--- config.mk ---
export PLATFORM = sky130hd
export DESIGN_NAME = cmd_engine
export DESIGN_NICKNAME = d
export VERILOG_FILES = /design/src/rtl/cmd_engine_pkg.sv /design/src/rtl/cmd_engine_tx.sv /design/src/rtl/cmd_engine.sv
export SDC_FILE = /design/constraint.sdc
export NUM_CORES = 1
export LEC_CHECK = 0
export CAP_MARGIN = 25
export CORE_AREA = 8 8 132 184
export CTS_BUF_LIST = sky130_fd_sc_hd__clkbuf_8
export CTS_CLUSTER_SIZE = 10
export DETAILED_ROUTE_END_ITERATION = 6
export DIE_AREA = 0 0 140 192
export GPL_TIMING_DRIVEN = 0
export PLACE_DENSITY = 0.77
export SYNTH_ARGS = -nofsm -noshare
export SYNTH_HDL_FRONTEND = slang
export SYNTH_SLANG_ARGS = --single-unit
export TNS_END_PERCENT = 50
--- constraint.sdc ---
create_clock -name clk -period 11.9 [get_ports clk]
set_clock_uncertainty 0.1 [all_clocks]
set_input_delay 3.57 -clock clk [delete_from_list [all_inputs] [get_ports clk]]
set_output_delay 3.57 -clock clk [all_outputs]
set_load 0.01 [all_outputs]
--- src/rtl/cmd_engine_pkg.sv ---
`timescale 1ns/1ps
`default_nettype none
// ============================================================================
// Module   : cmd_engine_pkg
// Purpose  : Shared opcodes, response characters and FSM state encoding
//            for the cmd_engine host command parser.
// Revision : 1.0  initial release
// ============================================================================
package cmd_engine_pkg;

  // Host opcodes
  localparam logic [7:0] OP_SET    = 8'h01;
  localparam logic [7:0] OP_PROC   = 8'h02;
  localparam logic [7:0] OP_RET    = 8'h03;
  localparam logic [7:0] OP_TEST   = 8'h04;
  localparam logic [7:0] OP_STATUS = 8'h05;

  // Response characters
  localparam logic [7:0] ACK_CHAR  = 8'h01;
  localparam logic [7:0] NACK_CHAR = 8'h00;

  typedef enum logic [3:0] {
    ST_IDLE      = 4'd0,
    ST_SET_HASH  = 4'd1,
    ST_PROC_LEN  = 4'd2,
    ST_PROC_DATA = 4'd3,
    ST_PROC_WAIT = 4'd4,
    ST_RET_POS   = 4'd5,
    ST_RET_STR   = 4'd6,
    ST_TEST      = 4'd7,
    ST_STATUS    = 4'd8,
    ST_TX_WAIT   = 4'd9,
    ST_ACK       = 4'd10,
    ST_NACK      = 4'd11
  } state_t;

endpackage
`default_nettype wire

--- src/rtl/cmd_engine_tx.sv ---
`timescale 1ns/1ps
`default_nettype none
// ============================================================================
// Module   : tx_byte_seq
// Purpose  : One-byte transmit handshake towards uart_tx. While send is high
//            and the transmitter is idle, the byte is registered onto
//            txd_data together with a one-cycle txd_start; done tells the
//            caller the byte was accepted this cycle.
// Ports    : clk, reset        clock / async active-high reset
//            send, tx_byte     request and byte from the command FSM
//            txd_busy          transmitter busy
//            done              byte accepted (combinational)
//            txd_start         one-cycle transmit request (registered)
//            txd_data          byte to transmit (registered)
// Revision : 1.0  initial release
// ============================================================================
module tx_byte_seq (
  input  logic       clk,
  input  logic       reset,
  input  logic       send,
  input  logic [7:0] tx_byte,
  input  logic       txd_busy,
  output logic       done,
  output logic       txd_start,
  output logic [7:0] txd_data
);

  logic       r_txd_start;
  logic [7:0] r_txd_data;

  assign done = send & ~txd_busy;

  always_ff @(posedge clk or posedge reset) begin
    if (reset) begin
      r_txd_start <= 1'b0;
      r_txd_data  <= 8'h00;
    end else begin
      r_txd_start <= done;
      if (done) r_txd_data <= tx_byte;
    end
  end

  assign txd_start = r_txd_start;
  assign txd_data  = r_txd_data;

endmodule
`default_nettype wire

--- src/rtl/cmd_engine.sv ---
`timescale 1ns/1ps
`default_nettype none
// ============================================================================
// Module   : cmd_engine
// Purpose  : Byte-stream command engine between uart_rx/uart_tx and the md5
//            search core. Parses SET / PROC / RET / TEST / STATUS opcodes,
//            drives the process interface and answers with ACK/NACK.
// Ports    : clk, reset                      clock / async active-high reset
//            rxd_data, rxd_data_ready        received byte + strobe
//            txd_busy, txd_start, txd_data   transmit handshake
//            proc_*                          hash core process interface
//            led                             state code LSBs
// Revision : 1.0  initial release
// ============================================================================
module cmd_engine
  import cmd_engine_pkg::*;
#(
  parameter int NUM_LEDS       = 8,
  parameter int HASH_BYTES     = 16,
  parameter int LEN_BYTES      = 2,
  parameter int MATCH_LEN      = 19,
  parameter int TEST_COUNT     = 10,
  parameter int TIMEOUT_CYCLES = 1000000
) (
  input  logic                    clk,
  input  logic                    reset,
  input  logic [7:0]              rxd_data,
  input  logic                    rxd_data_ready,
  input  logic                    txd_busy,
  output logic                    txd_start,
  output logic [7:0]              txd_data,
  input  logic                    proc_done,
  input  logic                    proc_match,
  input  logic [8*LEN_BYTES-1:0]  proc_byte_pos,
  input  logic [7:0]              proc_match_char,
  output logic                    proc_start,
  output logic                    proc_abort,
  output logic [8*LEN_BYTES-1:0]  proc_num_bytes,
  output logic [7:0]              proc_data,
  output logic                    proc_data_valid,
  output logic                    proc_match_char_next,
  output logic [8*HASH_BYTES-1:0] proc_target_hash,
  output logic [NUM_LEDS-1:0]     led
);

  localparam int c_nw    = 8*LEN_BYTES;
  localparam int c_hw    = 8*HASH_BYTES;
  localparam int c_cw    = 8*LEN_BYTES + 1;
  localparam int c_tw    = $clog2(TIMEOUT_CYCLES + 1);

  localparam logic [c_cw-1:0] c_hash_last  = c_cw'(HASH_BYTES - 1);
  localparam logic [c_cw-1:0] c_len_last   = c_cw'(LEN_BYTES - 1);
  localparam logic [c_cw-1:0] c_match_last = c_cw'(MATCH_LEN - 1);
  localparam logic [c_cw-1:0] c_test_last  = c_cw'(TEST_COUNT - 1);
  localparam logic [7:0]      c_test_count = 8'(TEST_COUNT);
  localparam logic [c_tw-1:0] c_tmo_last   = c_tw'(TIMEOUT_CYCLES - 1);

  state_t            r_state, r_ret_state;
  state_t            w_state_next, w_ret_next;
  logic [c_cw-1:0]   r_cnt;
  logic [c_cw-1:0]   w_cnt_inc;
  logic [c_tw-1:0]   r_timer;
  logic [c_nw-1:0]   r_num_bytes, r_pos_shift, w_len_next;
  logic [c_hw-1:0]   r_target_hash;
  logic [7:0]        r_proc_data;
  logic              r_proc_data_valid, r_proc_start, r_proc_abort, r_char_next;
  logic              r_last_done, r_last_match;
  logic              w_send, w_done, w_start, w_abort, w_char_next, w_timed, w_tmo;
  logic [7:0]        w_tx_byte;

  assign w_cnt_inc  = r_cnt + 1'b1;
  assign w_len_next = (r_num_bytes << 8) | c_nw'(rxd_data);
  assign w_timed    = (r_state == ST_SET_HASH) || (r_state == ST_PROC_LEN) ||
                      (r_state == ST_PROC_DATA);
  // A byte arriving in the same cycle as the last timer tick wins.
  assign w_tmo      = (r_timer == c_tmo_last) && !rxd_data_ready;

  tx_byte_seq u_tx (
    .clk       (clk),
    .reset     (reset),
    .send      (w_send),
    .tx_byte   (w_tx_byte),
    .txd_busy  (txd_busy),
    .done      (w_done),
    .txd_start (txd_start),
    .txd_data  (txd_data)
  );

  always_ff @(posedge clk or posedge reset) begin
    if (reset) begin
      r_state     <= ST_IDLE;
      r_ret_state <= ST_IDLE;
    end else begin
      r_state     <= w_state_next;
      r_ret_state <= w_ret_next;
    end
  end

  always_comb begin
    w_state_next = r_state;
    w_ret_next   = r_ret_state;
    w_send       = 1'b0;
    w_tx_byte    = 8'h00;
    w_start      = 1'b0;
    w_abort      = 1'b0;
    w_char_next  = 1'b0;
    case (r_state)
      ST_IDLE: begin
        if (rxd_data_ready) begin
          case (rxd_data)
            OP_SET:    w_state_next = ST_SET_HASH;
            OP_PROC:   w_state_next = ST_PROC_LEN;
            OP_RET:    w_state_next = ST_RET_POS;
            OP_TEST:   w_state_next = ST_TEST;
            OP_STATUS: w_state_next = ST_STATUS;
            default:   w_state_next = ST_NACK;
          endcase
        end
      end
      ST_SET_HASH: begin
        if (rxd_data_ready && r_cnt == c_hash_last) w_state_next = ST_ACK;
        else if (w_tmo)                             w_state_next = ST_NACK;
      end
      ST_PROC_LEN: begin
        if (rxd_data_ready && r_cnt == c_len_last) begin
          w_start      = (w_len_next != '0);
          w_state_next = w_start ? ST_PROC_DATA : ST_NACK;
        end else if (w_tmo) begin
          w_state_next = ST_NACK;
        end
      end
      ST_PROC_DATA: begin
        if (rxd_data_ready && w_cnt_inc == {1'b0, r_num_bytes}) begin
          w_state_next = ST_PROC_WAIT;
        end else if (w_tmo) begin
          w_state_next = ST_NACK;
          w_abort      = 1'b1;
        end
      end
      ST_PROC_WAIT: begin
        if (proc_done) w_state_next = proc_match ? ST_ACK : ST_NACK;
      end
      ST_RET_POS: begin
        w_send    = 1'b1;
        w_tx_byte = r_pos_shift[c_nw-1 -: 8];
        if (w_done) begin
          w_state_next = ST_TX_WAIT;
          w_ret_next   = (r_cnt == c_len_last) ? ST_RET_STR : ST_RET_POS;
        end
      end
      ST_RET_STR: begin
        w_send      = 1'b1;
        w_tx_byte   = proc_match_char;
        w_char_next = w_done;
        if (w_done) begin
          w_state_next = ST_TX_WAIT;
          w_ret_next   = (r_cnt == c_match_last) ? ST_IDLE : ST_RET_STR;
        end
      end
      ST_TEST: begin
        w_send    = 1'b1;
        w_tx_byte = c_test_count - r_cnt[7:0];
        if (w_done) begin
          w_state_next = ST_TX_WAIT;
          w_ret_next   = (r_cnt == c_test_last) ? ST_IDLE : ST_TEST;
        end
      end
      ST_STATUS, ST_ACK, ST_NACK: begin
        w_send    = 1'b1;
        w_tx_byte = (r_state == ST_ACK)  ? ACK_CHAR :
                    (r_state == ST_NACK) ? NACK_CHAR :
                    {6'b0, r_last_match, r_last_done};
        if (w_done) begin
          w_state_next = ST_TX_WAIT;
          w_ret_next   = ST_IDLE;
        end
      end
      ST_TX_WAIT: begin
        if (txd_busy) w_state_next = r_ret_state;
      end
      default: w_state_next = ST_IDLE;
    endcase
  end

  always_ff @(posedge clk or posedge reset) begin
    if (reset) begin
      r_cnt             <= '0;
      r_timer           <= '0;
      r_num_bytes       <= '0;
      r_pos_shift       <= '0;
      r_target_hash     <= '0;
      r_proc_data       <= 8'h00;
      r_proc_data_valid <= 1'b0;
      r_proc_start      <= 1'b0;
      r_proc_abort      <= 1'b0;
      r_char_next       <= 1'b0;
      r_last_done       <= 1'b0;
      r_last_match      <= 1'b0;
    end else begin
      r_proc_start      <= w_start;
      r_proc_abort      <= w_abort;
      r_char_next       <= w_char_next;
      r_proc_data_valid <= (r_state == ST_PROC_DATA) && rxd_data_ready;
      r_timer <= (w_timed && !rxd_data_ready && w_state_next == r_state) ?
                 r_timer + 1'b1 : '0;

      if (w_start) begin
        r_last_done  <= 1'b0;
        r_last_match <= 1'b0;
      end else if (proc_done) begin
        r_last_done  <= 1'b1;
        r_last_match <= proc_match;
      end

      case (r_state)
        ST_IDLE: begin
          r_cnt       <= '0;
          r_pos_shift <= proc_byte_pos;
        end
        ST_SET_HASH, ST_PROC_LEN, ST_PROC_DATA: begin
          if (rxd_data_ready) begin
            r_cnt <= (w_state_next != r_state) ? '0 : w_cnt_inc;
            if (r_state == ST_SET_HASH)
              r_target_hash <= (r_target_hash << 8) | c_hw'(rxd_data);
            if (r_state == ST_PROC_LEN)
              r_num_bytes <= w_len_next;
            if (r_state == ST_PROC_DATA)
              r_proc_data <= rxd_data;
          end
        end
        ST_RET_POS, ST_RET_STR, ST_TEST: begin
          if (w_done) begin
            r_cnt <= (w_ret_next != r_state) ? '0 : w_cnt_inc;
            if (r_state == ST_RET_POS) r_pos_shift <= r_pos_shift << 8;
          end
        end
        default: ;
      endcase
    end
  end

  assign proc_start           = r_proc_start;
  assign proc_abort           = r_proc_abort;
  assign proc_num_bytes       = r_num_bytes;
  assign proc_data            = r_proc_data;
  assign proc_data_valid      = r_proc_data_valid;
  assign proc_match_char_next = r_char_next;
  assign proc_target_hash     = r_target_hash;
  assign led                  = NUM_LEDS'(r_state);

endmodule
`default_nettype wire

; ---- Word level (Yosys, flattened, before mapping)
; Index checks and enable logic that the tools add are counted.
[classes]
n_addsub = 3
n_eq_ne = 28
mux = 43
n_bitwise = 4
reduce_logical = 24
[op_table]
columns = cell, count
row1 = $or 128x8->128, 1
row2 = $mux 17, 4
row3 = $mux 4, 13
row4 = $pmux 17 s3, 1
row5 = $eq 17x4->1 const B, 2
row6 = $mux 16, 2
row7 = $pmux 16 s2, 1
row8 = $pmux 8 s4, 1
row9 = $pmux 4 s7, 1
row10 = $add 20x1->20 const B, 1
row11 = $eq 20x20->1 const B, 1
row12 = $mux 20, 1
row13 = $pmux 4 s5, 1
row14 = $add 17x1->17 const B, 1
row15 = $eq 17x1->1 const B, 1
row16 = $eq 17x16->1, 1
row17 = $eq 17x5->1 const B, 1
row18 = $eq 4x3->1 const B, 4
row19 = $eq 4x4->1 const B, 4
row20 = $eq 8x2->1 const B, 2
row21 = $eq 8x3->1 const B, 2
row22 = $or 16x8->16, 1
row23 = $pmux 4 s4, 1
row24 = $reduce_bool 16->1, 1
row25 = 22 further kinds, 53
[totals]
reg_bits = 228
output_inout_bits = 173
elab_cells = 118

; ---- Logic depth before layout (Yosys ltp)
; Gate-level depths: netlist (run 1).
[depth]
ltp_word = 10
mapped_depth = 14

; ---- Hierarchy
; From an unflattened synthesis (run 1), not the netlist that was laid out.
[hier_totals]
cells_unflattened = 894
area_unflattened_um2 = 10563.9
[by_module_without_submodules]
columns = module, instances, cells_per_inst, area_each_um2
row1 = cmd_engine, 1, 874, 10181.0
row2 = tx_byte_seq, 1, 20, 382.9

; ---- Worst setup path before layout (run 1)
; OpenSTA, ideal clock, no wires.
[synth_timing]
kind = input to register
startpoint = input port rxd_data[4]
endpoint = register r_cnt[13]
setup_ns = 0.064
arrival_time_ns = 5.877
path_slack_ns = 5.859
path_stages = 9
n_path_buf = 0
path_cell_list = or4_4 -> nor2_2 -> a21oi_1 -> or4_4 -> o21ai_1 -> nor4b_4 -> nor3_2 -> or4b_1 -> a21bo_1
[synth_between]
elab_chain_cells = 9
word_cells_on_any_way = 16
classes_between = eq/ne (6) / mux (8) / bitwise (1) / reduce/logical (1)
[synth_rtl]
columns = item, line_no
row1 = from (decl), cmd_engine.sv:27  ; input logic [7:0] rxd_data,
row2 = $or 16x8->16, cmd_engine.sv:72  ; assign w_len_next = (r_num_bytes << 8) | c_nw'(rxd_data);
row3 = $reduce_bool 16->1, cmd_engine.sv:126  ; w_start = (w_len_next != '0);
row4 = $mux 4, cmd_engine.sv:127  ; w_state_next = w_start ? ST_PROC_DATA : ST_NACK;
row5 = $mux 4, cmd_engine.sv:125  ; if (rxd_data_ready && r_cnt == c_len_last) begin
row6 = $pmux 4 s7 *, cmd_engine.sv:107  ; case (r_state)
row7 = $ne 4x4->1 *, cmd_engine.sv:222  ; r_cnt <= (w_state_next != r_state) ? '0 : w_cnt_inc;
row8 = $mux 17 *, cmd_engine.sv:222
row9 = $mux 17 *, cmd_engine.sv:221  ; if (rxd_data_ready) begin
row10 = $pmux 17 s3 *, cmd_engine.sv:215  ; case (r_state)
row11 = to (signal assigned), cmd_engine.sv:222
row12 = to (signal assigned), cmd_engine.sv:233  ; r_cnt <= (w_ret_next != r_state) ? '0 : w_cnt_inc;
row13 = to (decl), cmd_engine.sv:60  ; logic [c_cw-1:0] r_cnt;
; Every way passes the cells marked *; elsewhere a longest branch is shown, timed or not. The select of a mux whose other input is x is not followed.
; A chain may end at the register's enable or synchronous reset.

; ---- Worst setup path in the final report (run 1)
[layout_timing]
startpoint = input port txd_busy
endpoint = register r_cnt[14]
[layout_between]
elab_chain_cells = 8
word_cells_on_any_way = 19
classes_between = eq/ne (3) / mux (13) / bitwise (2) / reduce/logical (1)
[layout_rtl]
columns = item, line_no
row1 = from (decl), cmd_engine.sv:29  ; input logic txd_busy,
row2 = $not 1->1, cmd_engine_tx.sv:31  ; assign done = send & ~txd_busy;
row3 = $and 1x1->1, cmd_engine_tx.sv:31
row4 = "$mux 4, on equally long branches", -
row5 = $pmux 4 s7 / $pmux 4 s4 (equally long branches), cmd_engine.sv:107
row6 = "$ne 4x4->1, on equally long branches", "cmd_engine.sv:222, cmd_engine.sv:233"
row7 = "$mux 17, on equally long branches", "cmd_engine.sv:222, cmd_engine.sv:233"
row8 = "$mux 17, on equally long branches", "cmd_engine.sv:221, cmd_engine.sv:232"
row9 = $pmux 17 s3, cmd_engine.sv:215
; Several ways; a longest one is shown, not always the timed one. The select of a mux whose other input is x is not followed.

==> impl_metrics.py, run 1 <==
metrics = {
    "grt": {
        "grtUsageMet1": 0.238,
        "grt_max_degree": 128,
        "grt_busiest_layer": "met2",
        "antenna_found_initial": 0,
        "track_usage": 0.216,
        "grt-ovfl-total": 0,
        "gr-usage-met3": 0.0418,
        "grt_pass1_vias": 8137,
        "grt_use_met2": 0.409,
        "grt_pass1_wl_um": 45700,
    },
    "detailed_routing": {
        "dr_total_vias": 8010,
        "drt_iter0_markers": 451,
        "ant_nets": 0,
        "detail_route.first_pass.iterations": 5,
        "wl_per_cell_um": 20.3,
        "drt_wl_total_um": 29200,
        "viasPerCell": 5.57,
        "drcViolationCount": 0,
    },
    "logic_synthesis": {
        "synth.mux.area_fraction": 0.174,
        "synth-main-ff-cell": "dfrtp_1",
        "yosys.area_share.simple": 0.124,
        "async_flop_share": 1.00,
        "synthAdderAreaFrac": 0.00473,
        "yosys_warnings": 0,
        "postSynthAreaPerCell_um2": 11.7,
        "synth_compound_area_frac": 0.0862,
        "synth_most_common_cell": "dfrtp_1",
        "synth_top_area_cell": "dfrtp_1",
        "ys_seq_area_frac": 0.539,
        "synth_xor_area_frac": 0.0395,
        "synthTopCellsByCount": "228 x dfrtp_1, 150 x mux2_2, 63 x nand2_1, 58 x nor2_1, 39 x o21ai_0",
        "syn_inst": 905,
        "syn_area_um2": 10600,
        "ys_ff_latch": 228,
        "synth_top_cell_area_share": 0.539,
        "yosys-top-cells-area": "dfrtp_1 54%, mux2_2 16%, nand2_1 2.2%, nor2_1 2.1%, xor2_1 1.9%",
        "synth_edf_count": 0,
        "synth_top_family_by_area": "multiplexers",
        "synth_cell_types": 73,
    },
    "finish": {
        "final_area_um2": 13700,
        "regArea_um2": 5710,
        "layout.nets": 1193,
        "drive_above_1_share": 0.206,
        "fillers": 1732,
        "multi_input_area_um2": 4550,
        "final_util": 0.638,
        "diodes": 0,
        "syn_to_final_growth_pct": 29.3,
    },
    "timing": {
        "hold_viol_final": 0,
        "finalWorstSetupSlack_ns": 5.46,
        "slew_headroom": 0.304,
        "rsz0062_at_grt": "no",
        "drv_slew": 0,
        "fin_hold_ws_ns": 0.378,
        "max_freq_mhz": 155,
        "period_minus_slack_ns": 6.44,
        "final-setup-viol-count": 0,
        "max_slew.worst_pin.slew_ns": 1.04,
        "setup-tns-final_ns": 0,
        "period_share": 0.541,
    },
    "hold_path": {
        "hold_class": "reg -> reg",
        "hold_path_depth": 2,
    },
    "clocking": {
        "cts_made_buffers": 35,
        "cts_setup_buffers": 0,
        "clock-root-buffer": "clkbuf_8",
        "cts_sinks": 228,
        "path_clk_slew_ns": 0.07,
        "cts_buffer_depth": 3,
        "cts_tree": "done",
        "clk_latency_ns": 0.53,
        "cts_hold_buf": 0,
        "htreeDepth": 2,
        "cts_resized": 0,
    },
    "status": {
        "outcome": "complete, no violations",
    },
    "die": {
        "start_util": 0.493,
        "coreArea_um2": 21500,
        "dieArea_um2": 26900,
        "ios": 211,
        "dieWidth_um": 140,
        "rows": 64,
        "dieHeight_um": 192,
    },
    "placed_design": {
        "post-dp-hpwl_um": 22100,
        "pre_cts_ws_ns": 4.99,
        "portBuffers": 204,
        "gp_congestion": 0.914,
        "placed_area_um2": 13000,
    },
    "setup_path": {
        "cp-end-kind": "flop",
        "crit_path_max_fanout": 10,
        "crit_type": "in -> reg",
        "reg2reg_depth": 10,
        "arrival_ns": 6.73,
        "required_ns": 12.19,
        "critPathLaunchType": "input pin",
    },
    "pwr": {
        "peakVddDrop_mv": 0.108,
        "power_density_nw_per_um2": 219,
        "leakage_uw": 0.00616,
    },
    "run": {
        "maxCapViolCount": 0,
    },
}
[per-stage QoR]
| step | total power [µW] | std cells |
|---|---|---|
| 6_report | 2990 | 1437 |
| 5_1_grt | 3160 | 1437 |
| 4_1_cts | 3020 | 1437 |
| 3_5_place_dp | 2380 | 1378 |
| 3_3_place_gp | 2360 | 1376 |
| 2_1_floorplan | 1790 | 908 |
[layout make-up]
class	instances	area share
Sequential cell	228	0.417
Multi-Input combinational cell	604	0.333
Timing Repair Buffer	206	0.152
Clock buffer	43	0.0432
Tap cell	264	0.0241
Buffer	58	0.0201
Clock inverter	16	0.00594
Inverter	18	0.00548
[power breakdown]
part	switching (µW)	leakage [µW]	internal (µW)
sequential	172	0.00303	977
combinational	601	0.00274	617
clock	298	0.000389	329
[sequential cells by signal (all words and copies together) (netlist names)]
signal                count
proc_data                 8
proc_start                1
proc_abort                1
r_last_match              1
proc_num_bytes           16
proc_target_hash        128
proc_match_char_next      1
r_state                   4
r_last_done               1
r_timer                  20
r_cnt                    17
r_ret_state               4
u_tx.txd_data             8
proc_data_valid           1
u_tx.txd_start            1
r_pos_shift              16
[worst paths after layout]
check / from / end / slack [ns]
min: r_pos_shift[8] / r_pos_shift[8] / 0.38
max: txd_busy / r_cnt[14] / 5.46
min in group asynchronous: reset / proc_target_hash[111] / 3.48
max in group asynchronous: reset / proc_target_hash[6] / 7.14
min reg2reg: r_pos_shift[8] / r_pos_shift[8] / 0.38
max reg2reg: r_cnt[1] / r_cnt[14] / 7.51
[critical path: stages]
cell and delay [ns]:
clkdlybuf4s50_1 0.51, clkbuf_1 0.30, nor3b_1 0.26, a31oi_1 0.11
nor3_1 0.40, nand3_1 0.21, a221oi_1 0.31, nor3_1 0.11
nor3_2 0.38, nand2b_1 0.41, o21ai_0 0.15
[metal layers]
metal  up-vias  share of wire
met5         -              0
met1      3968           0.38
met4         0          0.022
met2       269           0.55
li1       3726              -
met3        47          0.052
[logic make-up (layout without fill, tap and decap cells)]
kind of cell | Yosys count | count (layout)
compound gates | 137 | 137
xor+xnor | 46 | 46
fa+ha+maj | 4 | 4
buf+inv | 76 | 341
flops | 228 | 228
mux | 165 | 165
other cells | 1 | 4
simple gates | 248 | 248
[cells in the final DEF, fill, tap and decap left out, drive strengths merged, types with 10 or more instances in the layout]
master           n
mux2           151
and3            10
nand3           19
clkdlybuf4s50  204
a21oi           24
nor2            59
buf             29
mux2i           14
xor2            23
clkbuf          74
inv             31
nand4           15
nor3            22
nand2           63
o21ai           44
dfrtp          228
xnor2           22
nor4            11
Power figures use the tool's default switching activity.
==> run 2: changes to the inputs <==
- clock period: 11.9 -> 6.6 ns (I/O delays scaled with it)
==> run 2 against run 1 <==
  * Combinational power up 80%
  * Cell area up 1.2%
  * Clock power up 99%
  * Core utilization up 0.74 points
  * Die area unchanged
  * Wire length up 0.20%
  * Critical endpoint is now r_cnt[0]
==> impl_metrics.py, run 2 (synthesized netlist as in run 1, its figures left out) <==
metrics = {
    "setup_path": {
        "reg2reg_slack_ns": 2.53,
        "cp_slowest_cell": "clkdlybuf4s50_1",
        "path_cells": "clkdlybuf4s50_1, clkbuf_1, nor3b_1, a31oi_1, nor3_1, nand3_1, a221oi_1, nor3_1, nor3_2, nand2b_1, o21ai_0",
        "critPathTopFamily": "simple AND/OR/NAND/NOR gates",
        "reg2reg_depth": 10,
        "arrival_ns": 5.22,
        "required_ns": 6.88,
        "critPathLaunchType": "input pin",
        "cp-end-kind": "flop",
        "reg2reg_to": "r_cnt[0]",
        "slowest_delay_ns": 0.52,
        "cpMostUsedCell": "nor3_1",
        "crit_type": "in -> reg",
        "critPathBufInv": 2,
        "crit_path_max_fanout": 10,
        "reg2reg_from": "r_cnt[1]",
    },
    "timing": {
        "period_minus_slack_ns": 4.95,
        "fin_hold_ws_ns": 0.380,
        "final-setup-viol-count": 0,
        "drv_slew": 0,
        "rsz0062_at_grt": "no",
        "period_share": 0.749,
        "slew_headroom": 0.286,
        "finalWorstSetupSlack_ns": 1.65,
        "max_freq_mhz": 202,
        "max_slew.worst_pin.slew_ns": 1.07,
        "hold_viol_final": 0,
    },
    "die": {
        "start_util": 0.493,
        "dieArea_um2": 26900,
        "rows": 64,
        "dieHeight_um": 192,
        "coreArea_um2": 21500,
        "ios": 211,
        "dieWidth_um": 140,
    },
    "finish": {
        "fillers": 1702,
        "layout.nets": 1199,
        "final_common_cell": "dfrtp_1",
        "diodes": 0,
        "final_util": 0.645,
        "final_cell_mix": "228 x dfrtp_1, 204 x clkdlybuf4s50_1, 150 x mux2_2",
        "final_cells": 1446,
        "largest_register_ffs": 128,
        "drive_above_1_share": 0.212,
        "syn_to_final_growth_pct": 30.8,
    },
    "detailed_routing": {
        "drt_wl_total_um": 29300,
        "wl_met1_um": 11000,
        "drt_iter0_markers": 503,
        "wl_met2_um": 15600,
        "wl_per_cell_um": 20.3,
        "wl_met3_um": 1590,
        "detail_route.first_pass.iterations": 5,
        "ant_nets": 0,
        "dr_total_vias": 8071,
        "drcViolationCount": 0,
        "top_layer_used": "met4",
        "viasPerCell": 5.58,
    },
    "placed_design": {
        "portBuffers": 204,
        "pre_cts_ws_ns": 1.27,
        "post-dp-hpwl_um": 22700,
        "gp_congestion": 0.941,
        "post-place-cells": 1382,
    },
    "grt": {
        "grt_pass1_vias": 8379,
        "grt_max_degree": 43,
        "track_usage": 0.218,
        "grt-ovfl-total": 0,
        "grt_pass1_wl_um": 46100,
        "antenna_found_initial": 0,
    },
    "clocking": {
        "cts_setup_buffers": 0,
        "cts_resized": 0,
        "clock-root-buffer": "clkbuf_8",
        "cts_made_buffers": 37,
        "path_clk_slew_ns": 0.06,
        "clk_latency_ns": 0.53,
        "cts_hold_buf": 0,
        "cts_tree": "done",
        "cts_sinks": 228,
        "cts_buffer_depth": 3,
        "htreeDepth": 2,
    },
    "hold_path": {
        "min_from": "r_pos_shift[13]",
        "hold_path_depth": 2,
        "hold_class": "reg -> reg",
        "hold_end": "r_pos_shift[13]",
    },
    "pwr": {
        "power_density_nw_per_um2": 398,
        "peakVddDrop_mv": 0.298,
        "leakage_uw": 0.00622,
    },
    "run": {
        "maxCapViolCount": 0,
    },
    "status": {
        "outcome": "complete, no violations",
    },
}
[run 2: cell types whose count changed in the layout (fill, tap and decap cells not counted), sizes merged]
cell	delta
clkinvlp	+3
inv	-3
clkbuf	+2
bufinv	+2
buf	+4
clkinv	+1
[run 2: layout make-up]
| cell class | instances | area (µm²) | area share |
|---|---|---|---|
| Clock buffer | 45 | 619 | 0.0447 |
| Tap cell | 264 | 330 | 0.0239 |
| Clock inverter | 19 | 144 | 0.0104 |
| Inverter | 18 | 71.3 | 0.00515 |
| Timing Repair Buffer | 210 | 2150 | 0.155 |
| Sequential cell | 228 | 5710 | 0.412 |
| Buffer | 58 | 275 | 0.0199 |
| Multi-Input combinational cell | 604 | 4550 | 0.329 |
[run 2: report_power, final]
part,switching (µW),internal [µW]
Combinational,1080,1120
Sequential,303,1760
Clock,555,698
[run 2: how the worst max path moves through the flow]
stage,startpoint,end,slack [ns],depth (start not counted)
2_1_floorplan,reset,proc_abort,1.54,1
3_3_place_gp,reset,proc_data[3],-0.17,2
3_5_place_dp,txd_busy,r_cnt[14],1.27,11
4_1_cts,txd_busy,r_cnt[14],1.83,11
5_1_grt,txd_busy,r_cnt[14],1.44,11
6_report,txd_busy,r_cnt[0],1.65,11
[run 2: worst min-delay path: stages, from the launching register on]
cell and delay (ns):
dfrtp_1 0.34, nand2_1 0.05, o21ai_0 0.06
[run 2: routing by layer]
layer  track usage  vias up
li1              -     3742
met1         0.233     3937
met2         0.407      317
met3        0.0410       75
met4         0.100        0
met5             0        -
[run 2: stage by stage]
step / TNS (ns) / power (µW) / cell area, µm²
CTS: 0 / 5570 / 13800
detailed placement: 0 / 4300 / 13100
floorplan: 0 / 3220 / 10600
global route: 0 / 5830 / 13800
global placement: -36.55 / 4240 / 13000
finish: 0 / 5520 / 13800
